## src/rtl/pll_i2c_config.sv

```systemverilog
// Boot-time register loader for the two clock-generator PLLs, one open-drain I2C bus each.
// Walks a synchronous-ROM table and issues one single-register write per entry.
module pll_i2c_config #(
  parameter int         CLK_FREQ    = 48_000_000,
  parameter int         I2C_FREQ    = 100_000,
  parameter logic [6:0] DEV_ADDR    = 7'h60,
  parameter int         NUM_ENTRIES = 64,
  localparam int        TW          = $clog2(NUM_ENTRIES)
) (
  input  logic          clk,
  input  logic          nreset,
  input  logic          start,
  output logic          busy,
  output logic          done,
  output logic          error,
  output logic [TW-1:0] tbl_addr,
  input  logic [16:0]   tbl_data,
  output logic          scl_a_oe,
  output logic          sda_a_oe,
  input  logic          sda_a_in,
  output logic          scl_b_oe,
  output logic          sda_b_oe,
  input  logic          sda_b_in
);

  localparam int              QUARTER   = CLK_FREQ / (4 * I2C_FREQ);
  localparam int              QW        = (QUARTER > 1) ? $clog2(QUARTER) : 1;
  localparam logic [QW-1:0]   Q_RELOAD  = QW'(QUARTER - 1);
  localparam logic [TW-1:0]   LAST_ADDR = TW'(NUM_ENTRIES - 1);

  typedef enum logic [2:0] {
    ST_IDLE,
    ST_FETCH,
    ST_START,
    ST_BYTE,
    ST_ACK,
    ST_STOP,
    ST_GAP,
    ST_FIN
  } state_t;

  state_t        state, state_nxt;
  logic [QW-1:0] qcnt, qcnt_nxt;
  logic [1:0]    phase, phase_nxt;
  logic [2:0]    bit_idx, bit_idx_nxt;
  logic [1:0]    byte_idx, byte_idx_nxt;
  logic [7:0]    shreg, shreg_nxt;
  logic          fetch_wait, fetch_wait_nxt;
  logic          bus_sel, bus_sel_nxt;
  logic [7:0]    reg_byte, reg_byte_nxt;
  logic [7:0]    val_byte, val_byte_nxt;
  logic          nack, nack_nxt;
  logic          busy_nxt, done_nxt, error_nxt;
  logic [TW-1:0] tbl_addr_nxt;
  logic [1:0]    lines_nxt;
  logic          timed, tick, sample_now, sda_in_sel;

  // Line levels for a given phase as {scl_oe, sda_oe}; data is held for the whole bit.
  function automatic logic [1:0] line_decode(state_t st, logic [1:0] ph, logic b);
    logic [1:0] l;
    l = 2'b00;
    case (st)
      ST_START: l = ph[1] ? 2'b01 : 2'b00;
      ST_BYTE:  l = {(ph == 2'd0) || (ph == 2'd3), ~b};
      ST_ACK:   l = {(ph == 2'd0) || (ph == 2'd3), 1'b0};
      ST_STOP:  l = (ph == 2'd0) ? 2'b11 : 2'b01;
      default:  l = 2'b00;
    endcase
    return l;
  endfunction

  assign timed      = (state == ST_START) || (state == ST_BYTE) || (state == ST_ACK) ||
                      (state == ST_STOP)  || (state == ST_GAP);
  assign tick       = (qcnt == '0);
  assign sda_in_sel = bus_sel ? sda_b_in : sda_a_in;
  assign sample_now = (state == ST_ACK) && (phase == 2'd2) && (qcnt == Q_RELOAD);

  always_ff @(posedge clk) begin
    if (!nreset) begin
      state      <= ST_IDLE;
      qcnt       <= Q_RELOAD;
      phase      <= 2'd0;
      bit_idx    <= 3'd0;
      byte_idx   <= 2'd0;
      shreg      <= 8'h00;
      fetch_wait <= 1'b0;
      bus_sel    <= 1'b0;
      reg_byte   <= 8'h00;
      val_byte   <= 8'h00;
      nack       <= 1'b0;
      busy       <= 1'b0;
      done       <= 1'b0;
      error      <= 1'b0;
      tbl_addr   <= '0;
      scl_a_oe   <= 1'b0;
      sda_a_oe   <= 1'b0;
      scl_b_oe   <= 1'b0;
      sda_b_oe   <= 1'b0;
    end else begin
      state      <= state_nxt;
      qcnt       <= qcnt_nxt;
      phase      <= phase_nxt;
      bit_idx    <= bit_idx_nxt;
      byte_idx   <= byte_idx_nxt;
      shreg      <= shreg_nxt;
      fetch_wait <= fetch_wait_nxt;
      bus_sel    <= bus_sel_nxt;
      reg_byte   <= reg_byte_nxt;
      val_byte   <= val_byte_nxt;
      nack       <= nack_nxt;
      busy       <= busy_nxt;
      done       <= done_nxt;
      error      <= error_nxt;
      tbl_addr   <= tbl_addr_nxt;
      // Outputs are registered from next-state values so they line up with the state register.
      scl_a_oe   <= lines_nxt[1] & ~bus_sel_nxt;
      sda_a_oe   <= lines_nxt[0] & ~bus_sel_nxt;
      scl_b_oe   <= lines_nxt[1] &  bus_sel_nxt;
      sda_b_oe   <= lines_nxt[0] &  bus_sel_nxt;
    end
  end

  always_comb begin
    state_nxt      = state;
    phase_nxt      = phase;
    bit_idx_nxt    = bit_idx;
    byte_idx_nxt   = byte_idx;
    shreg_nxt      = shreg;
    fetch_wait_nxt = fetch_wait;
    bus_sel_nxt    = bus_sel;
    reg_byte_nxt   = reg_byte;
    val_byte_nxt   = val_byte;
    nack_nxt       = nack;
    busy_nxt       = busy;
    done_nxt       = done;
    error_nxt      = error;
    tbl_addr_nxt   = tbl_addr;
    qcnt_nxt       = (timed && !tick) ? (qcnt - QW'(1)) : Q_RELOAD;

    case (state)
      ST_IDLE: begin
        if (start) begin
          state_nxt      = ST_FETCH;
          busy_nxt       = 1'b1;
          done_nxt       = 1'b0;
          error_nxt      = 1'b0;
          nack_nxt       = 1'b0;
          tbl_addr_nxt   = '0;
          fetch_wait_nxt = 1'b1;
        end
      end
      // First FETCH cycle covers the ROM read latency; the entry is latched on the second.
      ST_FETCH: begin
        if (fetch_wait) begin
          fetch_wait_nxt = 1'b0;
        end else begin
          {bus_sel_nxt, reg_byte_nxt, val_byte_nxt} = tbl_data;
          state_nxt = ST_START;
          phase_nxt = 2'd0;
        end
      end
      ST_START: begin
        if (tick) begin
          if (phase == 2'd3) begin
            state_nxt    = ST_BYTE;
            phase_nxt    = 2'd0;
            bit_idx_nxt  = 3'd7;
            byte_idx_nxt = 2'd0;
            shreg_nxt    = {DEV_ADDR, 1'b0};
          end else begin
            phase_nxt = phase + 2'd1;
          end
        end
      end
      ST_BYTE: begin
        if (tick) begin
          if (phase == 2'd3) begin
            phase_nxt = 2'd0;
            if (bit_idx == 3'd0) begin
              state_nxt = ST_ACK;
            end else begin
              bit_idx_nxt = bit_idx - 3'd1;
              shreg_nxt   = {shreg[6:0], 1'b0};
            end
          end else begin
            phase_nxt = phase + 2'd1;
          end
        end
      end
      ST_ACK: begin
        if (sample_now && sda_in_sel) begin
          nack_nxt  = 1'b1;
          error_nxt = 1'b1;
        end
        if (tick) begin
          if (phase == 2'd3) begin
            phase_nxt = 2'd0;
            if (nack || (byte_idx == 2'd2)) begin
              state_nxt = ST_STOP;
            end else begin
              state_nxt    = ST_BYTE;
              bit_idx_nxt  = 3'd7;
              byte_idx_nxt = byte_idx + 2'd1;
              shreg_nxt    = (byte_idx == 2'd0) ? reg_byte : val_byte;
            end
          end else begin
            phase_nxt = phase + 2'd1;
          end
        end
      end
      ST_STOP: begin
        if (tick) begin
          if (phase == 2'd2) begin
            state_nxt = ST_GAP;
            phase_nxt = 2'd0;
          end else begin
            phase_nxt = phase + 2'd1;
          end
        end
      end
      // A NACK aborts the rest of the table after the bus-free gap.
      ST_GAP: begin
        if (tick) begin
          if (phase == 2'd3) begin
            phase_nxt = 2'd0;
            if (nack || (tbl_addr == LAST_ADDR)) begin
              state_nxt = ST_FIN;
            end else begin
              tbl_addr_nxt   = tbl_addr + TW'(1);
              state_nxt      = ST_FETCH;
              fetch_wait_nxt = 1'b1;
            end
          end else begin
            phase_nxt = phase + 2'd1;
          end
        end
      end
      ST_FIN: begin
        busy_nxt  = 1'b0;
        done_nxt  = 1'b1;
        state_nxt = ST_IDLE;
      end
      default: begin
        state_nxt = ST_IDLE;
      end
    endcase

    lines_nxt = line_decode(state_nxt, phase_nxt, shreg_nxt[7]);
  end

endmodule

```

## config.mk

```make
export PLATFORM = sky130hd
export DESIGN_NAME = pll_i2c_config
export DESIGN_NICKNAME = d
export VERILOG_FILES = /design/src/rtl/pll_i2c_config.sv
export SDC_FILE = /design/constraint.sdc
export NUM_CORES = 1
export LEC_CHECK = 0
export CAP_MARGIN = 15
export CORE_UTILIZATION = 60
export DETAILED_ROUTE_END_ITERATION = 10
export DONT_BUFFER_PORTS = 1
export PLACE_DENSITY = 0.79
export SYNTH_ARGS = -nofsm -noshare
export SYNTH_HDL_FRONTEND = slang
export SYNTH_SLANG_ARGS = --single-unit
```

## constraint.sdc

```tcl
create_clock -name clk -period 3 [get_ports clk]
set_input_delay 0.45 -clock clk [delete_from_list [all_inputs] [get_ports clk]]
set_output_delay 0.45 -clock clk [all_outputs]
set_load 0.05 [all_outputs]
```

After elaboration in Yosys (flattened, before gate mapping). Cells that the tools add are included.

Flip-flop bits (word level): 56. Bits of input ports: 22. Output and inout bits: 13. Logic and storage cells: 161.

$add $sub $neg: 5. Eq/ne operators: 30. Muxes and demuxes: 68. Bitwise gates (word level): 7. Reductions and logical operators: 32.

Operators by type and width (number): $mux 8 (9); $mux 3 (23); $mux 6 (4); $pmux 3 s8 (1); $pmux 8 s3 (1); $mux 2 (11); $eq 3x3->1 const B (6); $ne 2x2->1 const B (8); $eq 3x2->1 const B (4); $pmux 6 s2 (1); $mux 1 (10); $ne 2x1->1 const B (5); $reduce_and 5->1 (2); $pmux 3 s3 (1); $reduce_and 9->1 (1); $eq 2x2->1 const B (4); $pmux 2 s4 (1); $reduce_bool 2->1 (4); $eq 7x7->1 const B (1); $logic_not 7->1 (1); $logic_or 1x1->1 (7); $sub 7x1->7 const B (1); $add 6x1->6 const B (1); $eq 6x6->1 const B (1); 18 further kinds (34).

Depth between registers and ports, before layout. Gate-level depths: netlist of the first run.

Depth in word-level cells: 9. Gate-level depth with buffers: 12. Depth with buffers taken out: 12.

Worst setup path after synthesis of the first run. Ideal clock, no wire load.

Path type: register -> register. Start: reg qcnt[0]. End: reg scl_b_oe. Library setup time: 0.074 ns. Arrival: 2.489 ns. Data required time: 2.926 ns. Setup slack: 0.437 ns. Stages on the path, launching flop included: 12. Path buffers: 0. Clock period less this slack: 2.563 ns. Cell sequence: dfxtp_1 inv_1 ha_1 or4b_4 nor3_4 o211ai_1 a2bb2oi_1 ha_1 or3b_1 nor3_1 o21ai_0 o21ai_0.

Cells in the longest elaborated chain, start to end: 7. Elaborated cells between the ends (all ways): 20. Those cells by class: eq/ne (5); mux (11); bitwise (1); reduce/logical (3).

Ends and longest elaborated chain: start: declaration (RTL line 43) `logic [QW-1:0] qcnt, qcnt_nxt;`; start signal: assignment (RTL line 101) `qcnt <= qcnt_nxt;`; $logic_not 7->1 (*) (RTL line 74) `assign tick = (qcnt == '0);`; $mux 2, on equally long branches (RTL line 176, 212); $pmux 2 s3 (RTL line 140) `case (state)`; $logic_not 2->1 / $eq 2x2->1 (equally long branches) (RTL line 64, 65, 66); $mux 2 / $logic_or 1x1->1 (equally long branches) (RTL line 66, 64, 65); $pmux 2 s4 (*) (RTL line 62) `case (st)`; $and 1x1->1 (*) (RTL line 118) `scl_b_oe <= lines_nxt[1] & bus_sel_nxt;`; end signal: assignment (RTL line 118); end: declaration (RTL line 21) `output logic scl_b_oe,`.

Every way passes the cells marked *; elsewhere a longest branch is shown, timed or not. A chain may end at the register's enable or synchronous reset.

Final worst setup path of the first run. Ends and elaborated chain as after synthesis.

==> results.ini, run 1 <==
[cells_and_area]
layoutNonFillerInstCount = 423
antennaDiodeCount = 0
nNetsFinal = 390
area_delta_synth_final_pct = 9.13
drive_gt1_share_pct = 13.5

[routing]
drc = 0
drt_iter0_drc = 281
wirelength_um = 6390
vias = 2491
vias_per_cell = 5.89
dr.pass1.iters = 5
post_drt_wl_per_cell_um = 15.1
antenna_left = 0

[critical_path]
r2r_start = qcnt[0]$_SDFF_PN1_
criticalPathCategory = flop to flop
crit_slowest_cell = or4b_4
worstPathMaxFanout = 5
crit_path_start_kind = flop
worstRegToRegCells = 11
crit_arrival_ns = 3.04
critPathRequiredTime_ns = 3.26
r2r_slack_ns = 0.22
reg2reg_to = scl_b_oe$_SDFF_PN0_
cp-end-kind = flop
slowest_delay_ns = 0.50
crit_chain = inv_1 > ha_1 > or4b_4 > nor3_4 > nand3_1 > a32oi_2 > ha_1 > or3b_1 > nor3_2 > o21ai_0 > o21ai_0

[place]
io_buffers = 0
dp_hpwl_um = 4660
dp_slack_ns = 0.231
dp_cells = 411
gp_congestion = 0.950

[floorplan]
row_count = 25
core_area_sq_um = 4750
die_area_sq_um = 5240
die_width_um = 72.4
die_y_um = 72.4
io_pins = 35
start_util_pct = 62.5

[timing]
fin_worst_skew_ns = 0.0127
worst_pin_slew_ns = 0.704
setup_viol = 0
timing.final.crit_share_pct = 92.8
fin_crit_ns = 2.78
drv_slew = 0
setup_slack_ns = 0.216
rsz0062_at_grt = no
max_freq_ghz = 0.359
max-slew-margin-rel_pct = 52.7
hold_viol_final = 0
fin_tns_setup_ns = 0

[grt]
grt_pass1_wl_um = 10300
grt_pass1_vias = 2201
antenna_found_initial = 0
track_usage_pct = 25.2
grt_max_degree = 21
overflow = 0

[worst_hold_path]
whs_endpoint = sda_a_oe$_SDFF_PN0_
hold_path.startpoint = nreset
min-delay-path-class = primary input to flop
worstHoldPathCells = 2

[clock_tree]
cts_root_buf = clkbuf_8
ctsHoldBuffers = 0
path_clk_slew_ns = 0.10
cts_tree = done
cts_sinks = 56
htree_levels = 2
clkLatencyLatePin_ns = 0.32
clk_path_buf_depth = 2
cts_made_buffers = 5

[yosys]
syn-cell-area_sq_um = 2970
synth_top_cells_by_count = nand2_1 (58), dfxtp_1 (56), nor2_1 (35)
yosysTopAreaCell = dfxtp_1
ys_ff_latch = 56
avgSynthCellArea_sq_um = 8.62
synth_warnings = 0
ys_types = 62
synthTopCellsByArea = dfxtp_1 (38%), nand2_1 (7.3%), ha_1 (5.5%), nor2_1 (4.4%), a21oi_1 (4.2%)
yosysMostFrequentCell = nand2_1
syn-instance-count = 345
syn_nets = 380
synth_edf_count = 0
synth_flop_cell = dfxtp_1
synth_top_area_share_pct = 37.7
ys_async_sr_fraction_pct = 0
yosysSeqAreaShare_pct = 37.7

[power_and_ir_drop]
p_per_area_nw_per_um2 = 446
p_leak_nw = 1.22
vdd_ir_drop_max_mv = 0.277

[flow_run]
max_cap_violations = 0

[run_status]
status = finished, final reports clean

==> critical path, delay by kind of cell, from the launching register on <==
family | cells | cell delay [ns]
buffers and inverters | 1 | 0.09
and+or+nand+nor | 5 | 1.40
adders and majority gates | 2 | 0.45
DFF | 1 | 0.34
AOI/OAI and AO/OA | 3 | 0.44
==> cell usage in the layout (no fill, tap or decap), drive strengths merged, types with 6 or more instances in the layout <==
master / Yosys / layout
nand2: 58 / 58
ha: 13 / 13
xnor2: 7 / 7
nand3: 11 / 11
inv: 14 / 15
a21oi: 25 / 25
a222oi: 6 / 6
o21ai: 11 / 11
mux2i: 6 / 6
nor2: 36 / 36
a211oi: 6 / 6
nor2b: 6 / 6
nor3: 7 / 7
buf: 6 / 19
dfxtp: 56 / 56
mux2: 6 / 6
==> registers in the layout, summed over array words and instances, names as in the netlist, 2 cells and up <==
name / cells
bit_idx: 3
byte_idx: 2
phase: 2
qcnt: 7
reg_byte: 8
shreg: 8
state: 3
tbl_addr: 6
val_byte: 8
==> stage by stage <==
stage                     hold slack [ns]  instance area [sq um]  utilization, %  total power, mW
after floorplan                     0.388                   2970               -            0.972
after global placement              0.398                   3110            65.3             1.01
after detailed placement            0.405                   3110            65.3             1.02
after CTS                           0.236                   3200            67.3             1.45
after global routing                0.235                   3240            68.2             1.50
final                               0.238                   3240            68.2             1.45
==> power by group <==
part	total [mW]	leakage, nW	switching (mW)	internal [mW]
Clock	0.439	0.0463	0.267	0.172
Sequential	0.803	0.454	0.0329	0.771
Combinational	0.203	0.719	0.130	0.0730
Total	1.45	1.22	0.430	1.02
==> kinds of logic after synthesis <==
kind of cell             count (synthesis)  share of synthesized area (%)
flip-flops                              56                           37.7
buffers and inverters                   31                           4.04
adder cells (fa/ha/maj)                 13                           5.47
AO/OA/AOI/OAI                           79                           20.0
multiplexers                            12                           4.29
XOR/XNOR                                10                           2.95
AND/OR/NAND/NOR                        144                           25.5
==> layout make-up <==
type                    count  area, sq um
well taps                  67         83.8
multi-input cells         258         1740
inverters                  15         56.3
clock buffers               5         68.8
repair buffers             19          143
clock inverters             3         27.5
fillers                   429         1510
flip-flops and latches     56         1120
==> timing repair <==
item | CTS | global route
setup endpoints to repair | 0 | 1
resized for setup | 0 | 2
buffers inserted | 0 | 4
==> routing by layer <==
metal,part of all wire (%),GRT usage (%)
met2,46,40.7
met3,7.0,5.00
met1,46,33.7
met5,0,0
met4,1.5,8.50
==> worst max-delay path by stage <==
stage	startpoint	to	slack [ns]	cells after the start
CTS	qcnt[0]$_SDFF_PN1_	scl_b_oe$_SDFF_PN0_	0.20	11
detailed placement	qcnt[0]$_SDFF_PN1_	scl_b_oe$_SDFF_PN0_	0.23	11
floorplan	qcnt[0]$_SDFF_PN1_	scl_b_oe$_SDFF_PN0_	0.44	11
finish	qcnt[0]$_SDFF_PN1_	scl_b_oe$_SDFF_PN0_	0.22	11
global route	qcnt[0]$_SDFF_PN1_	scl_b_oe$_SDFF_PN0_	0.03	11
global placement	qcnt[0]$_SDFF_PN1_	scl_b_oe$_SDFF_PN0_	0.27	11
(Power assumes the default switching activity.)
==> run 2, diff against run 1 <==
CELL_PAD_IN_SITES_DETAIL_PLACEMENT = 1   (was not set)
CELL_PAD_IN_SITES_GLOBAL_PLACEMENT = 1   (was not set)
CORE_UTILIZATION = 48   (was 60)
PLACE_DENSITY = 0.82   (was 0.79)
==> run 2 against run 1 <==
Effect of this change:
- die area grew 24%
- worst setup slack lost 0.080 ns
- critical path depth is the same
- combinational power grew 4%
- clock power shrank 1%
- critical endpoint unchanged
- highest routed layer unchanged
==> results.ini, run 2 (same netlist as run 1, synthesis figures left out) <==
[routing]
wirelength_um = 7710
drc = 0
dr.pass1.iters = 5
vias_per_cell = 5.94
antenna_left = 0
post_drt_wl_per_cell_um = 18.0
drt_iter0_drc = 178
vias = 2548

[timing]
timing.final.crit_share_pct = 95.5
hold_viol_final = 0
fin_tns_setup_ns = 0
max_freq_ghz = 0.349
worst_pin_slew_ns = 0.691
drv_slew = 0
fin_worst_skew_ns = 0.0127
max-slew-margin-rel_pct = 53.4
fin_crit_ns = 2.86
setup_viol = 0

[worst_hold_path]
min-delay-path-class = primary input to flop
whs_endpoint = sda_a_oe$_SDFF_PN0_
hold_path.startpoint = nreset
worstHoldPathCells = 2

[power_and_ir_drop]
switching_power_mw = 0.442
clockPowerShare_pct = 29.8
seqPwrFrac_pct = 55.6
p_per_area_nw_per_um2 = 449
p_leak_nw = 1.21
netSwitchingFraction_pct = 30.4
p_int_mw = 1.01
power_frac_comb_pct = 14.6
p_total_mw = 1.45
vdd_ir_drop_max_mv = 0.282

[critical_path]
crit_slowest_cell = or4b_4
reg2reg_to = scl_b_oe$_SDFF_PN0_
slowest_delay_ns = 0.49
criticalPathCategory = flop to flop
crit_arrival_ns = 3.10
worstPathMaxFanout = 6
r2r_slack_ns = 0.14
cp-end-kind = flop
crit_chain = inv_1 > ha_1 > or4b_4 > nor3_4 > o211ai_1 > a2bb2oi_2 > ha_1 > or3b_1 > nor3_2 > o21ai_0 > o21ai_0
critPathRequiredTime_ns = 3.24
crit_path_start_kind = flop
worstRegToRegCells = 11
r2r_start = qcnt[0]$_SDFF_PN1_

[grt]
grt_pass1_vias = 2357
track_usage_pct = 24.2
grt_max_degree = 20
overflow = 0
grt_pass1_wl_um = 11900
antenna_found_initial = 0

[cells_and_area]
nNetsFinal = 388
antennaDiodeCount = 0
layout_commonest_cell = nand2_1
final_util_pct = 54.4
area_delta_synth_final_pct = 9.05
reg_top3 = reg_byte: 8 flops, shreg: 8 flops, val_byte: 8 flops
drive_gt1_share_pct = 13.6
fin_area_sq_um = 3240
final_cell_mix = nand2_1 (58), dfxtp_1 (55), nor2_1 (35)

[place]
dp_hpwl_um = 5660
io_buffers = 0
gp_congestion = 0.888
place_area_sq_um = 3110

[floorplan]
core_area_sq_um = 5960
row_count = 28
die_area_sq_um = 6510
start_util_pct = 49.9
die_width_um = 80.7
die_y_um = 80.7
io_pins = 35

[flow_run]
max_cap_violations = 0

[clock_tree]
clkLatencyLatePin_ns = 0.32
ctsHoldBuffers = 0
cts_tree = done
cts_made_buffers = 5
cts_sinks = 56
path_clk_slew_ns = 0.10
cts_root_buf = clkbuf_8
htree_levels = 2
clk_path_buf_depth = 2

[run_status]
status = finished, final reports clean

-- run 2: cell count changes in the layout (fill, tap and decap cells not counted) --
cell	previous run	this run
a2bb2oi_1	2	1
a2bb2oi_2	0	1
buf_4	19	17
clkinv_2	0	1
clkinvlp_4	1	0
dfxtp_1	56	55
dfxtp_2	0	1
inv_6	0	1
inv_8	1	0
-- run 2: cell type report --
| cell class | count | area (sq um) |
|---|---|---|
| Fill cell | 707 | 2710 |
| Sequential cell | 56 | 1120 |
| Tap cell | 75 | 93.8 |
| Clock inverter | 3 | 22.5 |
| Timing Repair Buffer | 17 | 128 |
| Clock buffer | 5 | 68.8 |
| Multi-Input combinational cell | 258 | 1750 |
| Inverter | 15 | 56.3 |
-- run 2: critical path: cells and delay by family, from the launching register on --
| kind | cells | cell delay [ns] |
|---|---|---|
| flops | 1 | 0.35 |
| compound gates | 4 | 0.56 |
| simple gates | 4 | 1.34 |
| fa+ha+maj | 2 | 0.44 |
| buf+inv | 1 | 0.09 |
-- run 2: metal layers --
layer / global-route usage [%] / wire (um)
met1: 33.3 / 3580
met2: 39.1 / 3630
met3: 4.89 / 404
met4: 5.36 / 89
met5: 0 / 0
-- run 2: timing repair --
action,CTS,global route
buffers inserted,0,3
setup endpoints to repair,0,1
gates resized for setup,0,4
-- run 2: how the worst max path moves through the flow --
stage                                to  depth (start not counted)          startpoint  slack (ns)
floorplan           scl_b_oe$_SDFF_PN0_                         11  qcnt[0]$_SDFF_PN1_        0.44
global placement    scl_b_oe$_SDFF_PN0_                         11  qcnt[0]$_SDFF_PN1_        0.28
detailed placement  scl_b_oe$_SDFF_PN0_                         11  qcnt[0]$_SDFF_PN1_        0.03
CTS                 scl_b_oe$_SDFF_PN0_                         11  qcnt[0]$_SDFF_PN1_        0.01
finish              scl_b_oe$_SDFF_PN0_                         11  qcnt[0]$_SDFF_PN1_        0.14
global route        scl_b_oe$_SDFF_PN0_                         11  qcnt[0]$_SDFF_PN1_      -0.001
-- run 2: per-stage QoR --
stage / hold WS, ns / setup slack (ns) / instances
3_5_place_dp: 0.448 / 0.0272 / 418
3_3_place_gp: 0.397 / 0.277 / 418
4_1_cts: 0.227 / 0.0145 / 426
2_1_floorplan: 0.388 / 0.437 / 345
6_report: 0.231 / 0.136 / 429
5_1_grt: 0.223 / -0.00126 / 429
-- run 2: power groups by stage --
stage | registers (mW) | clock network [mW] | logic, mW
after floorplan | 0.822 | 0 | 0.150
after global placement | 0.824 | 0 | 0.197
after detailed placement | 0.826 | 0 | 0.207
after CTS | 0.809 | 0.443 | 0.209
after global routing | 0.814 | 0.471 | 0.231
final | 0.809 | 0.433 | 0.212
==> run 3, diff against run 2 <==
clock period = 2.89 ns   (was 3 ns; I/O delays follow)
==> run 3 against run 2 <==
Effect of this change:
- routed wire length increased by 11%
- register-to-register slack got worse by 0.05 ns
- combinational power increased by 7%
- global-route usage increased by 2.6 points
- final area increased by 3.9%
- flip-flop and latch count unchanged
- sequential power increased by 4.0%
- non-clock buffer count increased by 12
- worst hold slack got worse by 0.016 ns
- final cell count increased by 2.8%
- critical path type unchanged
- critical endpoint unchanged
==> results.ini, run 3 (same netlist as run 1, synthesis figures left out) <==
[cells_and_area]
layoutNonFillerInstCount = 441
antennaDiodeCount = 0
drive_gt1_share_pct = 18.0
nNetsFinal = 400
regArea_sq_um = 1120
reg_top3 = reg_byte: 8 flops, shreg: 8 flops, val_byte: 8 flops
layout_commonest_cell = nand2_1
fin_area_sq_um = 3370
n_fill_cell = 715
final_cell_mix = nand2_1 (58), dfxtp_1 (54), nor2_1 (35)
multiInputGateArea_sq_um = 1760
area_delta_synth_final_pct = 13.3

[clock_tree]
htree_levels = 2
cts_tree = done
clkLatencyLatePin_ns = 0.32
path_clk_slew_ns = 0.10
cts_made_buffers = 5
cts_sinks = 56
clk_path_buf_depth = 2
cts_root_buf = clkbuf_8

[critical_path]
crit_path_start_kind = flop
slowest_delay_ns = 0.48
path_buf_inv = 1
crit_arrival_ns = 3.06
criticalPathCategory = flop to flop
worstPathMaxFanout = 5
crit_slowest_cell = or4b_4
crit_chain = inv_2 > ha_2 > or4b_4 > nor3_4 > nand3_2 > a32oi_2 > ha_1 > or3b_4 > nor3_1 > o21ai_0 > o21ai_1
worst_path_dominant_cell_family = simple AND/OR/NAND/NOR gates
cp-end-kind = flop
critPathRequiredTime_ns = 3.15

[grt]
grt_pass1_vias = 2633
track_usage_pct = 26.9
grt_max_degree = 20
grt_pass1_wl_um = 13300
antenna_found_initial = 0
overflow = 0

[run_status]
status = finished, final reports clean

[timing]
drv_slew = 0
fin_hold_ws_ns = 0.215
rsz0062_at_grt = no
fin_worst_skew_ns = 0.00720
fin_tns_setup_ns = 0
worst_pin_slew_ns = 0.821
hold_viol_final = 0
fin_crit_ns = 2.80
max-slew-margin-rel_pct = 44.8
setup_viol = 0
max_freq_ghz = 0.357
timing.final.crit_share_pct = 97.0

[power_and_ir_drop]
p_leak_nw = 1.26
p_total_mw = 1.61
p_per_area_nw_per_um2 = 477
vdd_ir_drop_max_mv = 0.302

[place]
dp_cells = 422
gp_congestion = 0.885
io_buffers = 0
dp_hpwl_um = 5680
place_area_sq_um = 3140

[routing]
post_drt_wl_per_cell_um = 19.5
drc = 0
dr.pass1.iters = 5
drt_iter0_drc = 171
wirelength_um = 8580
vias = 2648
vias_per_cell = 6.00
antenna_left = 0

[worst_hold_path]
min-delay-path-class = primary input to flop

[flow_run]
max_cap_violations = 0

[floorplan]
row_count = 28
die_area_sq_um = 6510
die_y_um = 80.7
start_util_pct = 49.9
io_pins = 35
die_width_um = 80.7
core_area_sq_um = 5960

-- run 3: timing repair --
item                                    in CTS  in global routing
hold buffers                                 0                  0
endpoints found under the setup margin       1                  1
gates resized for setup                      0                 11
pin swaps                                    2                  6
setup buffers                                9                  2
-- run 3: layer usage --
layer / up-vias / GRT usage [%] / wire [um]
li1: 1257 / - / -
met1: 1281 / 36.3 / 3930
met2: 86 / 43.6 / 3990
met3: 24 / 4.89 / 467
met4: 0 / 7.86 / 192
met5: - / 0 / 0
-- run 3: path summary, 6_finish.rpt --
| kind | end | cells after the start | from | slack [ns] |
|---|---|---|---|---|
| max | scl_b_oe$_SDFF_PN0_ | 11 | qcnt[1]$_SDFF_PN1_ | 0.09 |
| min | sda_a_oe$_SDFF_PN0_ | 2 | nreset | 0.21 |
| max reg2reg | scl_b_oe$_SDFF_PN0_ | 11 | qcnt[1]$_SDFF_PN1_ | 0.09 |
| min reg2reg | qcnt[0]$_SDFF_PN1_ | 1 | qcnt[0]$_SDFF_PN1_ | 0.43 |
-- run 3: final cells by class --
class / instances / share of cell area [%]
clock inverters: 3 / 1.37
well taps: 75 / 2.79
multi-input cells: 258 / 52.3
clock buffers: 5 / 2.04
repair buffers: 29 / 6.46
flip-flops and latches: 56 / 33.4
inverters: 15 / 1.67
-- run 3: where the power goes --
part           total (mW)  switching, mW  internal, mW
registers           0.841         0.0405         0.800
logic               0.226          0.148        0.0785
clock network       0.541          0.279         0.262
-- run 3: stage by stage --
step	util, %	worst slack (ns)
finish	56.6	0.0868
global route	56.6	0.00151
CTS	55.8	0.0495
detailed placement	52.7	0.0472
global placement	52.7	0.204
floorplan	-	0.327
